===== config.mk =====
export PLATFORM = sky130hd
export DESIGN_NAME = dmx_write_arbiter_flat
export DESIGN_NICKNAME = d
export VERILOG_FILES = /design/src/rtl/dmx_write_arbiter_if.sv /design/src/rtl/dmx_write_arbiter.sv /design/src/flat_wrapper.sv
export SDC_FILE = /design/constraint.sdc
export NUM_CORES = 1
export LEC_CHECK = 0
export CAP_MARGIN = 25
export CELL_PAD_IN_SITES_DETAIL_PLACEMENT = 0
export CELL_PAD_IN_SITES_GLOBAL_PLACEMENT = 1
export CORE_ASPECT_RATIO = 0.9
export CORE_MARGIN = 2
export CORE_UTILIZATION = 38
export DETAILED_ROUTE_END_ITERATION = 12
export PLACE_DENSITY_LB_ADDON = 0.08
export SLEW_MARGIN = 20
export SYNTH_ARGS = -nofsm -noshare
export SYNTH_HDL_FRONTEND = slang
export SYNTH_SLANG_ARGS = --single-unit

===== constraint.sdc =====
create_clock -name clk -period 6 [get_ports clk]
set_input_delay 1.5 -clock clk [delete_from_list [all_inputs] [get_ports clk]]
set_output_delay 1.5 -clock clk [all_outputs]
set_load 0.02 [all_outputs]

===== src/rtl/dmx_write_arbiter_if.sv =====
// rtl/dmx_write_arbiter_if.sv - requester and transmitter-side signals of dmx_write_arbiter
// Optional blackout signal exists only when DMX_ARB_BLACKOUT_EN is defined.
interface dmx_write_arbiter_if #(
  parameter int NUM_REQ = 4
);
  logic [NUM_REQ-1:0]    req;
  logic [NUM_REQ*10-1:0] req_addr;
  logic [NUM_REQ*32-1:0] req_data;
  logic [NUM_REQ*3-1:0]  req_size;
  logic [NUM_REQ-1:0]    gnt;
`ifdef DMX_ARB_BLACKOUT_EN
  logic                  blackout;
`endif
  logic                  busy;
  logic [9:0]            write_addr;
  logic [7:0]            write_data0;
  logic [7:0]            write_data1;
  logic [7:0]            write_data2;
  logic [7:0]            write_data3;
  logic [2:0]            write_size;
  logic                  write_en;

  modport slave (
`ifdef DMX_ARB_BLACKOUT_EN
    input  blackout,
`endif
    input  req, req_addr, req_data, req_size,
    output gnt, busy, write_addr, write_data0, write_data1, write_data2, write_data3,
           write_size, write_en
  );

  modport master (
`ifdef DMX_ARB_BLACKOUT_EN
    output blackout,
`endif
    output req, req_addr, req_data, req_size,
    input  gnt, busy, write_addr, write_data0, write_data1, write_data2, write_data3,
           write_size, write_en
  );
endinterface


===== src/rtl/dmx_write_arbiter.sv =====
// rtl/dmx_write_arbiter.sv - round-robin arbiter for the DMX512 transmitter write port
// Define DMX_ARB_BLACKOUT_EN to add the self-timed 512-channel blackout sweep.
module dmx_write_arbiter #(
  parameter int NUM_REQ = 4
) (
  input  logic               clk,
  input  logic               rst,
  dmx_write_arbiter_if.slave bus
);
  localparam int IDX_W = $clog2(NUM_REQ);

  logic [IDX_W-1:0]   last_q;
  logic [9:0]         addr_q;
  logic [31:0]        data_q;
  logic [2:0]         size_q;
  logic               en_q;

  logic [NUM_REQ-1:0] gnt_d;
  logic               gnt_any_d;
  logic [IDX_W-1:0]   gnt_idx_d;
  logic [IDX_W-1:0]   idx_d;
  logic [9:0]         addr_d;
  logic [31:0]        data_d;
  logic [2:0]         raw_size_d;
  logic [2:0]         size_d;
  logic               arb_en;

`ifdef DMX_ARB_BLACKOUT_EN
  typedef enum logic [1:0] {ARB, SWEEP, HOLD} state_t;
  state_t     state_q;
  logic [6:0] cnt_q;

  assign arb_en   = (state_q == ARB);
  assign bus.busy = (state_q != ARB);
`else
  assign arb_en   = 1'b1;
  assign bus.busy = 1'b0;
`endif

  // Rotating search from last+1; grant never looks at the payload.
  always_comb begin
    gnt_d      = '0;
    gnt_any_d  = 1'b0;
    gnt_idx_d  = '0;
    idx_d      = '0;
    addr_d     = '0;
    data_d     = '0;
    raw_size_d = '0;
    if (!rst && arb_en) begin
      for (int off = 1; off <= NUM_REQ; off++) begin
        idx_d = IDX_W'((int'(last_q) + off) % NUM_REQ);
        if (!gnt_any_d && bus.req[idx_d]) begin
          gnt_any_d        = 1'b1;
          gnt_idx_d        = idx_d;
          gnt_d[idx_d]     = 1'b1;
          addr_d           = bus.req_addr[idx_d*10 +: 10];
          data_d           = bus.req_data[idx_d*32 +: 32];
          raw_size_d       = bus.req_size[idx_d*3 +: 3];
        end
      end
    end
  end

  assign size_d = (raw_size_d > 3'd4) ? 3'd4 : raw_size_d;

  always_ff @(posedge clk or posedge rst) begin
    if (rst) begin
      last_q  <= IDX_W'(NUM_REQ - 1);
      addr_q  <= '0;
      data_q  <= '0;
      size_q  <= '0;
      en_q    <= 1'b0;
`ifdef DMX_ARB_BLACKOUT_EN
      state_q <= ARB;
      cnt_q   <= '0;
`endif
    end else begin
      en_q <= 1'b0;
      // Zero-size grants still advance the rotation but produce no strobe.
      if (gnt_any_d) begin
        last_q <= gnt_idx_d;
        if (size_d != 3'd0) begin
          addr_q <= addr_d;
          data_q <= data_d;
          size_q <= size_d;
          en_q   <= 1'b1;
        end
      end
`ifdef DMX_ARB_BLACKOUT_EN
      case (state_q)
        ARB: begin
          if (bus.blackout) begin
            state_q <= SWEEP;
            cnt_q   <= '0;
          end
        end
        SWEEP: begin
          addr_q <= {1'b0, cnt_q, 2'b01};
          data_q <= '0;
          size_q <= 3'd4;
          en_q   <= 1'b1;
          cnt_q  <= cnt_q + 7'd1;
          if (cnt_q == 7'd127) state_q <= bus.blackout ? HOLD : ARB;
        end
        HOLD: begin
          if (!bus.blackout) state_q <= ARB;
        end
        default: state_q <= ARB;
      endcase
`endif
    end
  end

  assign bus.gnt         = gnt_d;
  assign bus.write_addr  = addr_q;
  assign bus.write_data0 = data_q[7:0];
  assign bus.write_data1 = data_q[15:8];
  assign bus.write_data2 = data_q[23:16];
  assign bus.write_data3 = data_q[31:24];
  assign bus.write_size  = size_q;
  assign bus.write_en    = en_q;
endmodule


===== src/flat_wrapper.sv =====
// flat-port wrapper written by rule: the top's interface ports become plain ports
module dmx_write_arbiter_flat 
#(
  parameter int NUM_REQ = 4
)
  (clk, rst, bus_req, bus_req_addr, bus_req_data, bus_req_size, bus_gnt, bus_busy, bus_write_addr, bus_write_data0, bus_write_data1, bus_write_data2, bus_write_data3, bus_write_size, bus_write_en);
  dmx_write_arbiter_if #(.NUM_REQ(NUM_REQ)) bus_i ();
  input  logic clk;
  input  logic rst;
  input wire logic [$bits(bus_i.req)-1:0] bus_req;
  input wire logic [$bits(bus_i.req_addr)-1:0] bus_req_addr;
  input wire logic [$bits(bus_i.req_data)-1:0] bus_req_data;
  input wire logic [$bits(bus_i.req_size)-1:0] bus_req_size;
  output wire logic [$bits(bus_i.gnt)-1:0] bus_gnt;
  output wire logic [$bits(bus_i.busy)-1:0] bus_busy;
  output wire logic [$bits(bus_i.write_addr)-1:0] bus_write_addr;
  output wire logic [$bits(bus_i.write_data0)-1:0] bus_write_data0;
  output wire logic [$bits(bus_i.write_data1)-1:0] bus_write_data1;
  output wire logic [$bits(bus_i.write_data2)-1:0] bus_write_data2;
  output wire logic [$bits(bus_i.write_data3)-1:0] bus_write_data3;
  output wire logic [$bits(bus_i.write_size)-1:0] bus_write_size;
  output wire logic [$bits(bus_i.write_en)-1:0] bus_write_en;
  assign bus_i.req = bus_req;
  assign bus_i.req_addr = bus_req_addr;
  assign bus_i.req_data = bus_req_data;
  assign bus_i.req_size = bus_req_size;
  assign bus_gnt = bus_i.gnt;
  assign bus_busy = bus_i.busy;
  assign bus_write_addr = bus_i.write_addr;
  assign bus_write_data0 = bus_i.write_data0;
  assign bus_write_data1 = bus_i.write_data1;
  assign bus_write_data2 = bus_i.write_data2;
  assign bus_write_data3 = bus_i.write_data3;
  assign bus_write_size = bus_i.write_size;
  assign bus_write_en = bus_i.write_en;
  dmx_write_arbiter #(.NUM_REQ(NUM_REQ)) u_core (.clk(clk), .rst(rst), .bus(bus_i));
endmodule

* Yosys cells after proc, flatten, opt, wreduce, memory -nomap -nowiden *
Index checks and enable logic that the tools add are counted.
W data, S select, Z words.

operators by class
  bitwise logic cells = 3
  reductions and logical operators = 12
  shift-type cells = 12
  multipliers = 8
  magnitude comparators = 9
  muxes and demuxes = 55
  $add $sub $neg = 4

operators by type and width
  operator               count
  $shiftx A128 B8 Y32    4
  $mux W32               5
  $shiftx A40 B7 Y10     4
  $mux W10               5
  $shiftx A12 B5 Y3      4
  $mux W4                8
  $mul A2 B3 Y5 const B  4
  $mux W1                18
  $mux W3                6
  $mul A2 B2 Y4 const B  4
  $lt A2 B3 Y1 const B   4
  $or A4 B4 Y4           3
  $mux W2                5
  $bmux W1 S2            4
  $demux W1 S2           4
  $ge A2 B1 Y1 const B   4
  $logic_and A1 B1 Y1    7
  $add A2 B1 Y2 const B  2
  $add A2 B2 Y2 const B  2
  $gt A3 B3 Y1 const B   1
  $logic_not A1 Y1       3
  $reduce_bool A3 Y1     1
  $reduce_and A2 Y1      1

storage, ports and cells
  flip-flop bits (word level) = 48
  output and inout bits = 51

* Logic depth before layout (Yosys ltp) *
  depth in word-level cells = 22
  gate-level depth with buffers = 15
  depth with buffers taken out = 8

* Worst setup path before layout *
OpenSTA, ideal clock, no wires.

  path type = reg2out
  start point = reg u_core.last_q[1]
  end point = out bus_gnt[0]
  cell stages (with the launch flop) = 14
  arrival = 3.802 ns
  path buffers = 6
  setup slack = 0.698 ns
  cells stage by stage = dfstp_2 buf_2 buf_1 clkbuf_1 inv_1 ha_1 buf_4 mux4_2 buf_2 nor3_2 and2_1 clkbuf_1 nand2_1 a21oi_1

between the ends
  cells in the longest elaborated chain, start to end = 17
  elaborated cells on any way between the ends = 55

RTL lines
  element                                                RTL line                 RTL
  from (decl)                                            dmx_write_arbiter.sv:12  logic [IDX_W-1:0] last_q;
  from (signal assigned)                                 dmx_write_arbiter.sv:68  last_q <= IDX_W'(NUM_REQ - 1);
  from (signal assigned)                                 dmx_write_arbiter.sv:81  last_q <= gnt_idx_d;
  branches (longest 15 deep; another with $lt A2 B3 Y1)  -
  $mux W4 *                                              dmx_write_arbiter.sv:52  if (!gnt_any_d && bus.req[idx_d]) begin
  $mux W4 *                                              dmx_write_arbiter.sv:49  if (!rst && arb_en) begin
  to (decl)                                              flat_wrapper.sv:14       output wire logic [$bits(bus_i.gnt)-1:0] bus_gnt;

Every way passes the cells marked *. The select of a mux whose other input is x is not followed.

* Final worst setup path *
  start point = in bus_req[2]
  end point = out bus_gnt[1]

between the ends
  cells in the longest elaborated chain, start to end = 16
  elaborated cells on any way between the ends = 31

RTL lines
  element                        RTL line                 RTL
  from (decl)                    flat_wrapper.sv:10       input wire logic [$bits(bus_i.req)-1:0] bus_req;
  $bmux W1 S2                    dmx_write_arbiter.sv:52
  $mux W1 (not written as such)  dmx_write_arbiter.sv:52
  $mux W1                        dmx_write_arbiter.sv:52
  $mux W1                        dmx_write_arbiter.sv:49
  $logic_not A1 Y1               dmx_write_arbiter.sv:52
  $logic_and A1 B1 Y1            dmx_write_arbiter.sv:52
  $mux W1                        dmx_write_arbiter.sv:52
  $mux W1                        dmx_write_arbiter.sv:49
  $logic_not A1 Y1               dmx_write_arbiter.sv:52
  $logic_and A1 B1 Y1            dmx_write_arbiter.sv:52
  $mux W1                        dmx_write_arbiter.sv:52
  $mux W1                        dmx_write_arbiter.sv:49
  $logic_not A1 Y1               dmx_write_arbiter.sv:52
  $logic_and A1 B1 Y1            dmx_write_arbiter.sv:52
  $mux W4 *                      dmx_write_arbiter.sv:52
  $mux W4 *                      dmx_write_arbiter.sv:49

Mark *: on every way between the ends. The rest lies on a longest branch, timed or not. The select of a mux whose other input is x is not followed.

==> impl_metrics.env <==
export IMPL_cap_violations=0
export IMPL_first_global_vias=7093
export IMPL_period_minus_slack_ns=5.65
export IMPL_ys_ff_latch=48
export IMPL_avgSynthCellArea_sq_um=12.8
export IMPL_cts_sinks=48
export IMPL_rsz0062_at_grt="false"
export IMPL_setup_tns_ns=0
export IMPL_setup_viol_count_final=0
export IMPL_total_power_mw=5.82
export IMPL_cts_clk_slew_worst_paths_ns=0.07
export IMPL_die_y_um=138
export IMPL_yosys_most_used_dff="dfrtp_1"
export IMPL_postCtsSetupBuffers=0
export IMPL_grt_overflow_total=0
export IMPL_initial_core_util_pct=38.4
export IMPL_avgViaCountPerCell=6.64
export IMPL_max_freq_mhz=177
export IMPL_cp_start_kind="input port"
export IMPL_post_route_util_pct=51.6
export IMPL_ys_warn_count=0
export IMPL_vias=6850
export IMPL_hold_viol=0
export IMPL_port_buffers=235
export IMPL_ios=237
export IMPL_required_ns=4.50
export IMPL_syn_area_sq_mm=0.00761
export IMPL_drt_wirelength_per_cell_um=23.8
export IMPL_cts_root_buf="clkbuf_16"
export IMPL_grtUsageTotal_pct=23.3
export IMPL_place_congestion=0.741
export IMPL_synth_edff_count=0
export IMPL_die_w_um=153
export IMPL_powerDensity_mw_per_mm2=570
export IMPL_drive_gt1_share_pct=31.9
export IMPL_cts_buffers=5
export IMPL_post_cts_resized=0
export IMPL_grt_start_max_net_pins=146
export IMPL_drc=0
export IMPL_wirelength_um=24500
export IMPL_ir_worst_vdd_uv=395
export IMPL_fillers=1697
export IMPL_antenna_found_initial=1
export IMPL_hpwlAfterDp_um=16000
export IMPL_period_share_pct=94.2
export IMPL_worst_slew_pin_slew_ns=1.03
export IMPL_syn_inst=593
export IMPL_clock_latency_ns=0.31
export IMPL_p_leak_nw=3.43
export IMPL_drt_pass1_iterations=5
export IMPL_slew_headroom_pct=31.2
export IMPL_dp_cells=1022
export IMPL_crit_type="input port to output pin"
export IMPL_cts_tree="built"
export IMPL_htree_levels=2
export IMPL_nets=968
export IMPL_hold_class="flop to flop"
export IMPL_cts_buffer_depth=2
export IMPL_layoutNonFillerInstCount=1031
export IMPL_row_count=49
export IMPL_cp_arrival_ns=4.15
export IMPL_netlist_cell_type_count=39
export IMPL_syn_nets=787
export IMPL_ys_seq_area_share_pct=15.8
export IMPL_critPathMaxFanout=11
export IMPL_slew_violations=0
export IMPL_synthToLayoutAreaGrowth_pct=34.2
export IMPL_skew_ns=0.00621
export IMPL_core_sq_mm=0.0198
export IMPL_synthArstFlopShare_pct=100
export IMPL_end_kind="output pin"
export IMPL_grt_first_pass_wirelength_um=39400
export IMPL_ant_nets=0
export IMPL_status="completed"
export IMPL_dieArea_sq_mm=0.0212
export IMPL_drt_iter0_markers=342
export IMPL_cts_hold_buf=0
cell families after synthesis:
kind of cell	count (synthesis)	synth area share (%)
other	1	0.0493
xor gates and xnor gates	1	0.115
and+or+nand+nor	107	5.56
AOI/OAI and AO/OA	118	11.1
muxes	229	60.9
DFF	48	15.8
adders and majority gates	8	1.32
buffers and inverters	81	5.11
final timing paths:
check                                    startpoint                  endpoint  slack (ns)  cells after the start
max                                      bus_req[2]                bus_gnt[1]        0.35                      7
min                        u_core.bus.write_addr[9]  u_core.bus.write_addr[9]        0.49                      1
max reg2reg                        u_core.last_q[0]         u_core.data_q[25]        1.50                     11
min reg2reg                u_core.bus.write_addr[9]  u_core.bus.write_addr[9]        0.49                      1
max in group asynchronous                       rst         u_core.data_q[31]        3.44                      3
min in group asynchronous                       rst  u_core.bus.write_size[2]        2.05                      3
registers in the layout (all words and copies together) (netlist names):
signal / cells
u_core.data_q: 32
u_core.bus.write_addr: 10
u_core.bus.write_size: 3
u_core.last_q: 2
u_core.bus.write_en: 1
per-stage QoR:
stage / setup slack, ns / hold slack, ns / instance area [sq um]
3_3_place_gp: 0.456 / 0.467 / 10100
6_report: 0.351 / 0.488 / 10200
4_1_cts: 0.377 / 0.492 / 10200
3_5_place_dp: 0.389 / 0.475 / 10100
2_1_floorplan: 0.698 / 0.605 / 7610
5_1_grt: 0.245 / 0.508 / 10200
where the power goes:
| group | internal [mW] | switching [mW] |
|---|---|---|
| logic | 2.51 | 2.38 |
| clock network | 0.168 | 0.150 |
| registers | 0.521 | 0.0886 |
area by class of cell:
cell class	count	area (sq um)	share of cell area, %
sequential	48	1210	11.9
tap	255	319	3.12
multi-input combinational	464	6040	59.1
inverter	6	22.5	0.221
clock buffer	8	146	1.43
timing repair buffer	249	2470	24.2
antenna	1	2.50	0.0245
layout by cell type, fill, tap and decap left out, types with 2 or more instances in the layout:
master | Yosys | routed
clkdlybuf4s50_1 | 0 | 235
mux4_2 | 183 | 183
nand2_1 | 54 | 54
o21ai_0 | 51 | 51
dfrtp_1 | 46 | 46
nor2_1 | 45 | 45
a221oi_1 | 44 | 44
mux2_2 | 33 | 33
buf_4 | 4 | 13
mux2_1 | 11 | 11
ha_1 | 8 | 7
a21oi_1 | 6 | 6
inv_1 | 6 | 5
clkbuf_16 | 0 | 5
a221o_1 | 4 | 4
mux2i_1 | 2 | 2
nand3_1 | 2 | 2
and3_1 | 2 | 2
o32ai_1 | 2 | 2
clkbuf_1 | 34 | 2
dfstp_4 | 0 | 2
critical path, cell delays in order:
cell and delay [ns]:
clkdlybuf4s50_1 0.55, mux4_2 0.67, nor3_2 0.25, and2_2 0.29
nand2_1 0.08, a21oi_1 0.17, clkdlybuf4s50_1 0.63
synth_stat cells, types with 2 or more instances:
| cell type | count | area [sq um] |
|---|---|---|
| buf_1 | 6 | 22.5 |
| buf_6 | 5 | 56.3 |
| o21ai_0 | 51 | 255 |
| inv_1 | 6 | 22.5 |
| and3_1 | 2 | 12.5 |
| ha_1 | 8 | 100 |
| nand2_1 | 54 | 203 |
| a221o_1 | 4 | 40.0 |
| dfrtp_1 | 46 | 1150 |
| mux2_1 | 11 | 124 |
| buf_4 | 4 | 30.0 |
| clkbuf_1 | 34 | 128 |
| mux4_2 | 183 | 4120 |
| a21oi_1 | 6 | 30.0 |
| buf_2 | 26 | 130 |
| nand3_1 | 2 | 10.0 |
| dfstp_2 | 2 | 52.6 |
| a221oi_1 | 44 | 385 |
| o32ai_1 | 2 | 17.5 |
| mux2i_1 | 2 | 20.0 |
| mux2_2 | 33 | 372 |
| nor2_1 | 45 | 169 |
metal layers:
layer / track usage (%) / vias up / routed length, um
met5: 0 / - / 0
met4: 5.95 / 0 / 458
met3: 5.14 / 28 / 1900
met2: 39.7 / 289 / 12500
met1: 30.3 / 3622 / 9660
li1: - / 2911 / -
Note: power is estimated with default switching activity, not from simulation.
